--- src/rtl/ifetch_queue.sv ---
// ifetch_queue: instruction fetch front end for the 5-stage MIPS core.
//
// Generates sequential fetch PCs and issues them to a variable-latency
// instruction memory. In-order responses are buffered in a small prefetch
// FIFO and presented to decode as {pc, instr}. Branch redirects flush the
// FIFO and mark every in-flight response as stale.
//
// Ports
//   clk, rst          clock; asynchronous active-high reset
//   imem_req_valid    fetch request valid
//   imem_req_ready    memory accepts the request this cycle
//   imem_req_addr     word-aligned fetch address
//   imem_resp_valid   response valid (responses return in request order)
//   imem_resp_data    instruction word
//   id_valid          FIFO head valid toward IF/ID
//   id_pc, id_instr   head PC / instruction (zero when empty)
//   id_ready          decode consumes the head (~stall)
//   redirect_valid    branch/jump redirect, flushes the wrong path
//   redirect_pc       new fetch address (bits [1:0] forced to 0)
//   busy              requests still in flight, or draining stale ones
module ifetch_queue #(
  parameter int          DEPTH    = 4,
  parameter int          MAX_OUT  = 2,
  parameter logic [31:0] RESET_PC = 32'h0000_0000
) (
  input  logic        clk,
  input  logic        rst,
  output logic        imem_req_valid,
  input  logic        imem_req_ready,
  output logic [31:0] imem_req_addr,
  input  logic        imem_resp_valid,
  input  logic [31:0] imem_resp_data,
  output logic        id_valid,
  output logic [31:0] id_pc,
  output logic [31:0] id_instr,
  input  logic        id_ready,
  input  logic        redirect_valid,
  input  logic [31:0] redirect_pc,
  output logic        busy
);

  localparam int AW = $clog2(DEPTH);
  localparam int CW = $clog2(DEPTH + 1);
  localparam int OW = $clog2(MAX_OUT + 1);

  typedef enum logic [0:0] {FETCH = 1'b0, DRAIN = 1'b1} state_t;

  state_t        state, state_next;
  logic [31:0]   fetch_pc, resp_pc;
  logic [CW-1:0] count, count_next;
  logic [OW-1:0] outstanding, out_next;
  logic [AW-1:0] rd_ptr, wr_ptr;
  logic [31:0]   pc_mem    [DEPTH];
  logic [31:0]   instr_mem [DEPTH];

  logic        accept, resp_ok, push, pop, credit_ok;
  logic [31:0] redirect_tgt;

  assign redirect_tgt = {redirect_pc[31:2], 2'b00};

  // Credit: an entry is reserved in the FIFO for every in-flight request,
  // so a returning response always finds a free slot.
  assign credit_ok = ({1'b0, count} + (CW+1)'(outstanding)) < (CW+1)'(DEPTH);

  assign accept  = imem_req_valid && imem_req_ready;
  // A response with nothing outstanding (e.g. one that straddled a reset)
  // is not ours and is ignored entirely.
  assign resp_ok = imem_resp_valid && (outstanding != '0);
  // Responses are live only in FETCH and not in a redirect cycle; the
  // count guard protects the FIFO against a misbehaving memory.
  assign push    = resp_ok && (state == FETCH) && !redirect_valid &&
                   (count != CW'(DEPTH));
  assign pop     = id_valid && id_ready && !redirect_valid;

  assign out_next   = outstanding + OW'(accept) - OW'(resp_ok);
  assign count_next = count + CW'(push) - CW'(pop);

  assign imem_req_addr = fetch_pc;
  assign id_valid      = (count != '0);
  assign id_pc         = id_valid ? pc_mem[rd_ptr]    : 32'h0;
  assign id_instr      = id_valid ? instr_mem[rd_ptr] : 32'h0;
  assign busy          = (outstanding != '0) || (state == DRAIN);

  always_comb begin
    state_next     = state;
    imem_req_valid = 1'b0;
    if (!rst && state == FETCH && !redirect_valid &&
        outstanding < OW'(MAX_OUT) && credit_ok)
      imem_req_valid = 1'b1;
    case (state)
      // Any request still in flight after a redirect returns wrong-path data.
      FETCH:   if (redirect_valid && out_next != '0) state_next = DRAIN;
      DRAIN:   if (!redirect_valid && out_next == '0) state_next = FETCH;
      default: state_next = FETCH;
    endcase
  end

  always_ff @(posedge clk or posedge rst) begin
    if (rst) begin
      state       <= FETCH;
      fetch_pc    <= RESET_PC;
      resp_pc     <= RESET_PC;
      count       <= '0;
      outstanding <= '0;
      rd_ptr      <= '0;
      wr_ptr      <= '0;
    end else begin
      state       <= state_next;
      outstanding <= out_next;
      if (redirect_valid) begin
        fetch_pc <= redirect_tgt;
        resp_pc  <= redirect_tgt;
        count    <= '0;
        rd_ptr   <= '0;
        wr_ptr   <= '0;
      end else begin
        if (accept) fetch_pc <= fetch_pc + 32'd4;
        if (push) begin
          resp_pc <= resp_pc + 32'd4;
          wr_ptr  <= wr_ptr + 1'b1;
        end
        if (pop) rd_ptr <= rd_ptr + 1'b1;
        count <= count_next;
      end
    end
  end

  // Payload storage needs no reset; validity comes from count.
  always_ff @(posedge clk) begin
    if (push) begin
      pc_mem[wr_ptr]    <= resp_pc;
      instr_mem[wr_ptr] <= imem_resp_data;
    end
  end

  // Protocol check: a response needs an outstanding request and a free slot.
  always_ff @(posedge clk) begin
    if (!rst)
      assert (!(imem_resp_valid && (outstanding == '0 || count == CW'(DEPTH))));
  end

endmodule

--- config.mk ---
export PLATFORM = sky130hd
export DESIGN_NAME = ifetch_queue
export DESIGN_NICKNAME = d
export VERILOG_FILES = /design/src/rtl/ifetch_queue.sv
export SDC_FILE = /design/constraint.sdc
export NUM_CORES = 1
export LEC_CHECK = 0
export BUFFER_PORTS_ARGS = -buffer_cell sky130_fd_sc_hd__buf_2
export CELL_PAD_IN_SITES_DETAIL_PLACEMENT = 1
export CELL_PAD_IN_SITES_GLOBAL_PLACEMENT = 1
export CORE_UTILIZATION = 52
export DETAILED_ROUTE_END_ITERATION = 10
export GPL_ROUTABILITY_DRIVEN = 0
export PLACE_DENSITY_LB_ADDON = 0.1
export SLEW_MARGIN = 10
export SYNTH_ARGS = -nofsm -noshare
export SYNTH_HDL_FRONTEND = slang
export SYNTH_SLANG_ARGS = --single-unit
export TNS_END_PERCENT = 100
--- constraint.sdc ---
create_clock -name clk -period 7.8 [get_ports clk]
set_clock_uncertainty 0.05 [all_clocks]
set_input_delay 1.17 -clock clk [delete_from_list [all_inputs] [get_ports clk]]
set_output_delay 1.17 -clock clk [all_outputs]
set_load 0.1 [all_outputs]
==> impl_metrics.tcl, run 1 <==
set metrics [dict create \
    cts-htree-levels 2 \
    drtPass1Iterations 5 \
    grt_max_degree 72 \
    dp_slack_ps 3610 \
    die_area_mm2 0.0266 \
    nNetsFinal 1117 \
    p_per_area_mw_per_mm2 370 \
    run_status "finished, final reports clean" \
    post-dp-hpwl_um 18800 \
    tns_ps 0 \
    share_seq_of_total_power_pct 35.7 \
    clk_latency_ps 500 \
    synth_seq_cells 318 \
    ant_nets 0 \
    p_comb_share_pct 37.9 \
    grt_pass1_vias 8542 \
    ys_types 49 \
    antenna_found_initial 0 \
    postCtsSetupBuffers 0 \
    p_leak_nw 5.71 \
    critPathMaxFanout 44 \
    core_area_mm2 0.0253 \
    grt_pass1_wl_um 48200 \
    crit_path_start_kind "flop" \
    drt_iter0_drc 528 \
    die_w_um 163 \
    timing.fmax_mhz 232 \
    ys.flop_type "edfxtp_1" \
    cts_buffers 34 \
    vias 8057 \
    irDropWorstVdd_mv 0.385 \
    synth.top_cell.area_share_pct 55.2 \
    yosysWarnings 0 \
    yosys.area.top_type "edfxtp_1" \
    cts_tree "built" \
    slew-limit-headroom_pct 36.3 \
    finalHoldViolCount 0 \
    overflow 0 \
    p_int_w 0.00332 \
    clk_path_buf_depth 3 \
    path_clk_slew_ps 60 \
    period_needed_ps 4310 \
    clock_sinks 318 \
    via_per_inst 5.80 \
    p_sw_share_pct 42.7 \
    insertedDiodeCount 0 \
    setup.worst_path.class "flop to primary output" \
    clockPowerShare_pct 26.4 \
    ys_async_sr_fraction_pct 22.0 \
    synthTopCellsByArea "edfxtp_1 55%, dfrtp_1 13%, mux4_2 10%" \
    start_util_pct 53.3 \
    grt_util_all_layers_pct 24.1 \
    drc_errors 0 \
    io_buffers 162 \
    cts_hold_buf 0 \
    synth_cells 870 \
    synth_edf_count 248 \
    yosysSeqAreaShare_pct 68.2 \
    synth_area_per_cell_um2 15.5 \
    rsz0062_at_grt "false" \
    drv_slew 0 \
    final_layout_size_suffix_gt1_share_pct 28.6 \
    post-route-period-util_pct 55.3 \
    pin_count 169 \
    rows 58 \
    die_h_um 163 \
    syn-cell-area_mm2 0.0135 \
    min_path_type "flop to flop" \
    critPathRequiredTime_ps 6580 \
    setup_slack_ps 3490 \
    tightest_slew_ps 955 \
    drt-total-wl_um 30400 \
    cap_violations 0 \
    root_buffer "clkbuf_16" \
    ctsResizeCount 0 \
    setup_viol 0 \
    end_kind "primary output" \
    routedWlPerCell_um 21.9 \
    p_sw_w 0.00247 \
    synthToLayoutAreaGrowth_pct 16.1 \
    cp_data_arrival_time_ps 3090 \
]
[stage by stage]
stage / hold WS (ps) / cells / util, % / cell area [um^2] / total power (W)
3_3_place_gp: 474 / 1329 / 57.7 / 14600 / 0.00429
5_1_grt: 547 / 1389 / 61.9 / 15700 / 0.00601
4_1_cts: 482 / 1389 / 61.9 / 15700 / 0.00586
6_report: 473 / 1389 / 61.9 / 15700 / 0.00579
3_5_place_dp: 473 / 1329 / 57.7 / 14600 / 0.00432
2_1_floorplan: 433 / 873 / - / 13500 / 0.00393
[final timing paths]
kind                                    from                 to  slack [ps]  cells after the start
setup / recovery                   rd_ptr[0]          id_pc[16]        3490                      4
hold / removal             imem_req_addr[18]  imem_req_addr[18]         470                      1
setup reg to reg                    count[1]              state        4680                     12
hold reg to reg            imem_req_addr[18]  imem_req_addr[18]         470                      1
max in group asynchronous                rst          rd_ptr[0]        6100                      3
min in group asynchronous                rst     outstanding[0]         910                      3
[kinds of logic (layout without fill, tap and decap cells)]
group                      count (synthesis)  after routing  share of synthesized area [%]
adders and majority gates                 12             12                           1.17
and+or+nand+nor                          279            279                           11.4
buffers and inverters                     72            258                           2.37
AOI/OAI and AO/OA                         87             87                           3.88
xor gates and xnor gates                  34             34                           2.21
muxes                                     67             67                           10.7
other                                      1              4                         0.0278
DFF                                      318            318                           68.2
[synth_stat cells (12+ instances only)]
cell type    n
and2_1      71
mux4_2      62
inv_1       20
o21ai_0     44
nand3_1     41
o211ai_1    12
nor2_1      32
buf_2       13
dfrtp_1     70
edfxtp_1   248
clkbuf_1    29
nand2_1     52
nand4_1     31
xor2_1      24
[power groups by stage]
stage	Sequential [W]	Combinational, W	Clock [W]
floorplan	0.00216	0.00177	0
CTS	0.00207	0.00223	0.00156
global placement	0.00210	0.00219	0
detailed placement	0.00210	0.00222	0
finish	0.00207	0.00219	0.00153
global route	0.00209	0.00230	0.00162
[cell usage in the layout, fill, tap and decap left out, types with 3 or more instances in the layout]
master,netlist,final
a21oi_1,8,8
a31oi_1,9,9
and2_1,71,67
and2_2,0,4
and3_1,10,10
buf_2,13,162
buf_4,5,14
clkbuf_1,29,5
clkbuf_16,0,35
clkinv_1,1,9
clkinv_2,0,5
conb_1,1,4
dfrtp_1,70,68
edfxtp_1,248,248
ha_1,11,11
inv_1,20,19
mux2_2,3,3
mux4_2,62,62
nand2_1,52,52
nand3_1,41,41
nand4_1,31,31
nor2_1,32,32
nor3_1,8,8
nor4_1,7,7
o211ai_1,12,12
o21ai_0,44,44
o311ai_0,6,6
o31a_1,3,3
or4_1,10,10
xnor2_1,10,10
xor2_1,24,24
[critical path, cell delays in order (launching register included)]
cell	delay [ps]
dfrtp_4	700
buf_4	750
mux4_2	600
and2_1	190
buf_2	290
[sequential cells by signal (all words and copies together) (netlist names)]
name,cells
rd_ptr,2
resp_pc,30
instr_mem,128
outstanding,2
wr_ptr,2
state,1
imem_req_addr,30
pc_mem,120
count,3
[area by class of cell]
cell class | instances | area (um^2)
Fill cell | 2433 | 9660
Sequential cell | 318 | 9200
Multi-Input combinational cell | 483 | 3990
Clock buffer | 42 | 922
Timing Repair Buffer | 176 | 916
Tap cell | 330 | 413
Clock inverter | 18 | 141
Inverter | 22 | 82.6
[layer usage]
| metal | up-vias | wire length [um] | track usage (%) |
|---|---|---|---|
| li1 | 3666 | - | - |
| met3 | 31 | 1640 | 3.33 |
| met5 | - | 0 | 0 |
| met1 | 4101 | 13300 | 34.0 |
| met2 | 259 | 15100 | 39.8 |
| met4 | 0 | 355 | 5.69 |
Note: power is estimated with default switching activity, not from simulation.
==> run 2, diff against run 1 <==
--- a/config.mk
+++ b/config.mk
@@ -8,7 +8,7 @@
 export BUFFER_PORTS_ARGS = -buffer_cell sky130_fd_sc_hd__buf_2
 export CELL_PAD_IN_SITES_DETAIL_PLACEMENT = 1
 export CELL_PAD_IN_SITES_GLOBAL_PLACEMENT = 1
-export CORE_UTILIZATION = 52
+export CORE_UTILIZATION = 48
 export DETAILED_ROUTE_END_ITERATION = 10
 export GPL_ROUTABILITY_DRIVEN = 0
 export PLACE_DENSITY_LB_ADDON = 0.1
==> constraint.sdc (replaced) <==
create_clock -name clk -period 4.2 [get_ports clk]
set_clock_uncertainty 0.05 [all_clocks]
set_input_delay 0.63 -clock clk [delete_from_list [all_inputs] [get_ports clk]]
set_output_delay 0.63 -clock clk [all_outputs]
set_load 0.1 [all_outputs]
==> impl_metrics.tcl, run 2 (same netlist as run 1, synthesis figures left out) <==
set metrics [dict create \
    run_status "finished, final reports clean" \
    routedWlPerCell_um 21.6 \
    irDropWorstVdd_mv 0.284 \
    reg.largest.list "instr_mem (128), pc_mem (120)" \
    tns_ps 0 \
    critPathMaxFanout 47 \
    setup.worst_path.class "flop to primary output" \
    drt_iter0_drc 502 \
    finalHoldViolCount 0 \
    min_path_type "input pin to asynchronous set/reset pin" \
    setup_slack_ps 846 \
    final_layout_size_suffix_gt1_share_pct 28.6 \
    drv_slew 0 \
    cap_violations 0 \
    final_cell_mix "248 x edfxtp_1, 162 x buf_2, 68 x dfrtp_1" \
    grt_max_degree 70 \
    io_buffers 162 \
    clk_path_buf_depth 3 \
    die_w_um 170 \
    drc_errors 0 \
    rows 61 \
    grt_pass1_wl_um 48700 \
    timing.fmax_mhz 298 \
    fillers 2674 \
    clk_latency_ps 500 \
    pin_count 169 \
    clock_sinks 318 \
    vias 8111 \
    p_leak_nw 5.74 \
    rsz0062_at_grt "false" \
    postCtsSetupBuffers 0 \
    nNetsFinal 1123 \
    via_per_inst 5.64 \
    largest_reg_flops 128 \
    end_kind "primary output" \
    core_area_mm2 0.0277 \
    grt_pass1_vias 8536 \
    drt-total-wl_um 31000 \
    seqCellArea_mm2 0.00920 \
    setup_viol 0 \
    ant_nets 0 \
    slew-limit-headroom_pct 44.4 \
    post-dp-hpwl_um 19900 \
    layout_commonest_cell "edfxtp_1" \
    die_area_mm2 0.0288 \
    path_clk_slew_ps 60 \
    antenna_found_initial 0 \
    critPathRequiredTime_ps 3520 \
    insertedDiodeCount 0 \
    cts_buffers 34 \
    dp_slack_ps 1140 \
    drtPass1Iterations 4 \
    cts_hold_buf 0 \
    synthToLayoutAreaGrowth_pct 17.3 \
    start_util_pct 48.7 \
    root_buffer "clkbuf_16" \
    overflow 0 \
    post-route-period-util_pct 79.9 \
    cp_data_arrival_time_ps 2670 \
    ctsResizeCount 0 \
    multiInputGateArea_mm2 0.00399 \
    cts_tree "built" \
    cts-htree-levels 2 \
    die_h_um 170 \
    tightest_slew_ps 827 \
    max_flop_register "instr_mem" \
    crit_path_start_kind "flop" \
    p_per_area_mw_per_mm2 680 \
    grt_util_all_layers_pct 22.3 \
    period_needed_ps 3350 \
    rrSetupSlack_ps 1340 \
]
[run 2: changes by cell type in the layout (fill, tap and decap cells not counted), sizes merged]
cell    before  now
clkinv      16    8
buf        176  182
clkbuf      42   48
bufinv       2    1
inv         22   21
[run 2: final timing paths]
check | startpoint | endpoint | cells past startpoint
setup reg to reg | outstanding[1] | instr_mem[3][13] | 4
setup / recovery | rd_ptr[0] | id_pc[15] | 4
hold / removal | rst | outstanding[0] | 2
hold reg to reg | imem_req_addr[18] | imem_req_addr[18] | 1
max in group asynchronous | rst | rd_ptr[0] | 3
min in group clk | imem_resp_data[1] | instr_mem[1][1] | 1
[run 2: per-layer routing]
metal | GRT usage, % | vias up | wire [um]
li1 | - | 3688 | -
met1 | 30.7 | 4170 | 14000
met2 | 37.2 | 210 | 15100
met3 | 3.17 | 43 | 1320
met4 | 5.80 | 0 | 614
met5 | 0 | - | 0
[run 2: stage by stage]
step	instances	instance area, um^2	hold slack, ps	util (%)	total power (W)
6_report	1439	15800	172	57.1	0.0108
5_1_grt	1439	15800	225	57.1	0.0112
4_1_cts	1439	15800	191	57.1	0.0109
3_5_place_dp	1383	14800	479	53.4	0.00806
3_3_place_gp	1383	14800	476	53.4	0.00802
2_1_floorplan	873	13500	433	-	0.00730
[run 2: power by group]
part | switching, W | internal (W) | leakage [nW]
sequential | 0.000243 | 0.00359 | 3.09
clock | 0.00115 | 0.00165 | 0.502
combinational | 0.00322 | 0.000906 | 2.15
total | 0.00462 | 0.00615 | 5.74
[run 2: critical path, stage by stage (launching register included)]
cell and delay [ps]:
dfrtp_4 670, buf_12 390, mux4_2 560, and2_1 210
buf_2 300
[run 2: cell type report]
class / count / share of cell area [%]
clock buffer: 48 / 6.04
timing repair buffer: 182 / 6.55
clock inverter: 8 / 0.522
tap: 378 / 2.99
multi-input combinational: 483 / 25.2
sequential: 318 / 58.2
inverter: 22 / 0.522
==> run 3, diff against run 2 <==
--- a/config.mk
+++ b/config.mk
@@ -8,7 +8,7 @@
 export BUFFER_PORTS_ARGS = -buffer_cell sky130_fd_sc_hd__buf_2
 export CELL_PAD_IN_SITES_DETAIL_PLACEMENT = 1
 export CELL_PAD_IN_SITES_GLOBAL_PLACEMENT = 1
-export CORE_UTILIZATION = 48
+export CORE_UTILIZATION = 44
 export DETAILED_ROUTE_END_ITERATION = 10
 export GPL_ROUTABILITY_DRIVEN = 0
 export PLACE_DENSITY_LB_ADDON = 0.1
==> constraint.sdc (replaced) <==
create_clock -name clk -period 2.8 [get_ports clk]
set_clock_uncertainty 0.05 [all_clocks]
set_input_delay 0.42 -clock clk [delete_from_list [all_inputs] [get_ports clk]]
set_output_delay 0.42 -clock clk [all_outputs]
set_load 0.1 [all_outputs]
==> impl_metrics.tcl, run 3 (same netlist as run 1, synthesis figures left out) <==
set metrics [dict create \
    min_path_type "input pin to flop" \
    drc_errors 0 \
    irDropWorstVdd_mv 0.608 \
    antenna_found_initial 0 \
    ant_nets 0 \
    via_per_inst 5.52 \
    drt_iter0_drc 482 \
    grt_pass1_vias 8550 \
    die_h_um 177 \
    slew-limit-headroom_pct 58.4 \
    grtUsageMet3_pct 2.99 \
    routedWlPerCell_um 21.2 \
    end_kind "primary output" \
    crit_path_start_kind "flop" \
    cts_tree "built" \
    start_util_pct 45.2 \
    top_usage_layer "met2" \
    run_status "finished, final reports clean" \
    layout_commonest_cell "edfxtp_1" \
    grt_pass1_wl_um 48500 \
    numPlacedInstances 1404 \
    tns_ps 0 \
    critPathRequiredTime_ps 2330 \
    synthToLayoutAreaGrowth_pct 19.5 \
    tightest_slew_ps 623 \
    drt-total-wl_um 31000 \
    utilization_pct 54.0 \
    use_met1_pct 28.8 \
    grt_max_degree 65 \
    setup_viol 0 \
    final_cell_mix "248 x edfxtp_1, 116 x buf_2, 68 x dfrtp_1" \
    period_needed_ps 2730 \
    cp_data_arrival_time_ps 2260 \
    grt_util_all_layers_pct 20.3 \
    core_area_mm2 0.0299 \
    drv_slew 0 \
    clock_sinks 318 \
    p_leak_nw 5.82 \
    die_area_mm2 0.0314 \
    finalHoldViolCount 0 \
    rsz0062_at_grt "false" \
    final_cells 1465 \
    die_w_um 177 \
    vias 8082 \
    io_buffers 162 \
    grt.met2_usage_pct 33.4 \
    critPathMaxFanout 22 \
    max_flop_register "instr_mem" \
    post-dp-hpwl_um 19600 \
    cts-htree-levels 2 \
    p_per_area_mw_per_mm2 1020 \
    cap_violations 0 \
    root_buffer "clkbuf_16" \
    setup.worst_path.class "flop to primary output" \
    reg.largest.list "instr_mem (128), pc_mem (120)" \
    cts_buffers 34 \
    path_clk_slew_ps 60 \
    nNetsFinal 1134 \
    largest_reg_flops 128 \
    insertedDiodeCount 0 \
    pin_count 169 \
    timing.fmax_mhz 366 \
    rows 63 \
    overflow 0 \
    final_layout_size_suffix_gt1_share_pct 29.6 \
    clk_latency_ps 490 \
    post-route-period-util_pct 97.6 \
    drtPass1Iterations 4 \
    clk_path_buf_depth 3 \
]
-- run 3: metrics by stage --
stage	hold slack (ps)	area, um^2	setup slack [ps]	total power [W]
2_1_floorplan	433	13500	249	0.0109
3_3_place_gp	456	14900	372	0.0121
3_5_place_dp	466	14900	338	0.0122
4_1_cts	66.2	16000	4.98	0.0166
5_1_grt	79.4	16100	0.426	0.0171
6_report	94.6	16100	66.8	0.0165
-- run 3: where the power goes --
part           leakage (nW)  switching [W]  internal (W)
registers              3.09       0.000298       0.00539
clock network         0.506        0.00175       0.00248
logic                  2.22        0.00493       0.00164
total                  5.82        0.00699       0.00951
-- run 3: final timing paths --
path	from	to	slack, ps	cells past startpoint
min reg2reg	imem_req_addr[18]	imem_req_addr[18]	490	1
max	rd_ptr[0]	id_instr[15]	70	4
max reg2reg	count[2]	count[2]	360	10
min	imem_resp_data[26]	instr_mem[3][26]	90	1
max in group asynchronous	rst	resp_pc[15]	1540	4
min in group asynchronous	rst	state	480	3
-- run 3: worst max-delay path: stages, from the launching register on --
cell and delay [ps]:
dfrtp_4 540, buf_16 240, mux4_2 530, and2_1 170
clkbuf_4 270
-- run 3: repair_timing --
action                                 CTS  global route
cloned                                   1             0
endpoints found under the hold margin   20             0
gates resized for setup                 11            58
hold buffers                             1             0
setup endpoints to repair               41            28
buffers inserted                         0             0
-- run 3: cell type report --
type,count,area (um^2)
Clock buffer,43,906
Sequential cell,318,9200
Multi-Input combinational cell,483,3990
Timing Repair Buffer,193,1320
Fill cell,2900,13700
Tap cell,390,488
Inverter,22,82.6
Clock inverter,16,136
-- run 3: layer usage --
metal | part of all wire [%] | up-vias
met5 | 0 | -
met4 | 1.2 | 0
met3 | 4.3 | 31
met2 | 48 | 197
met1 | 47 | 4144
li1 | - | 3710
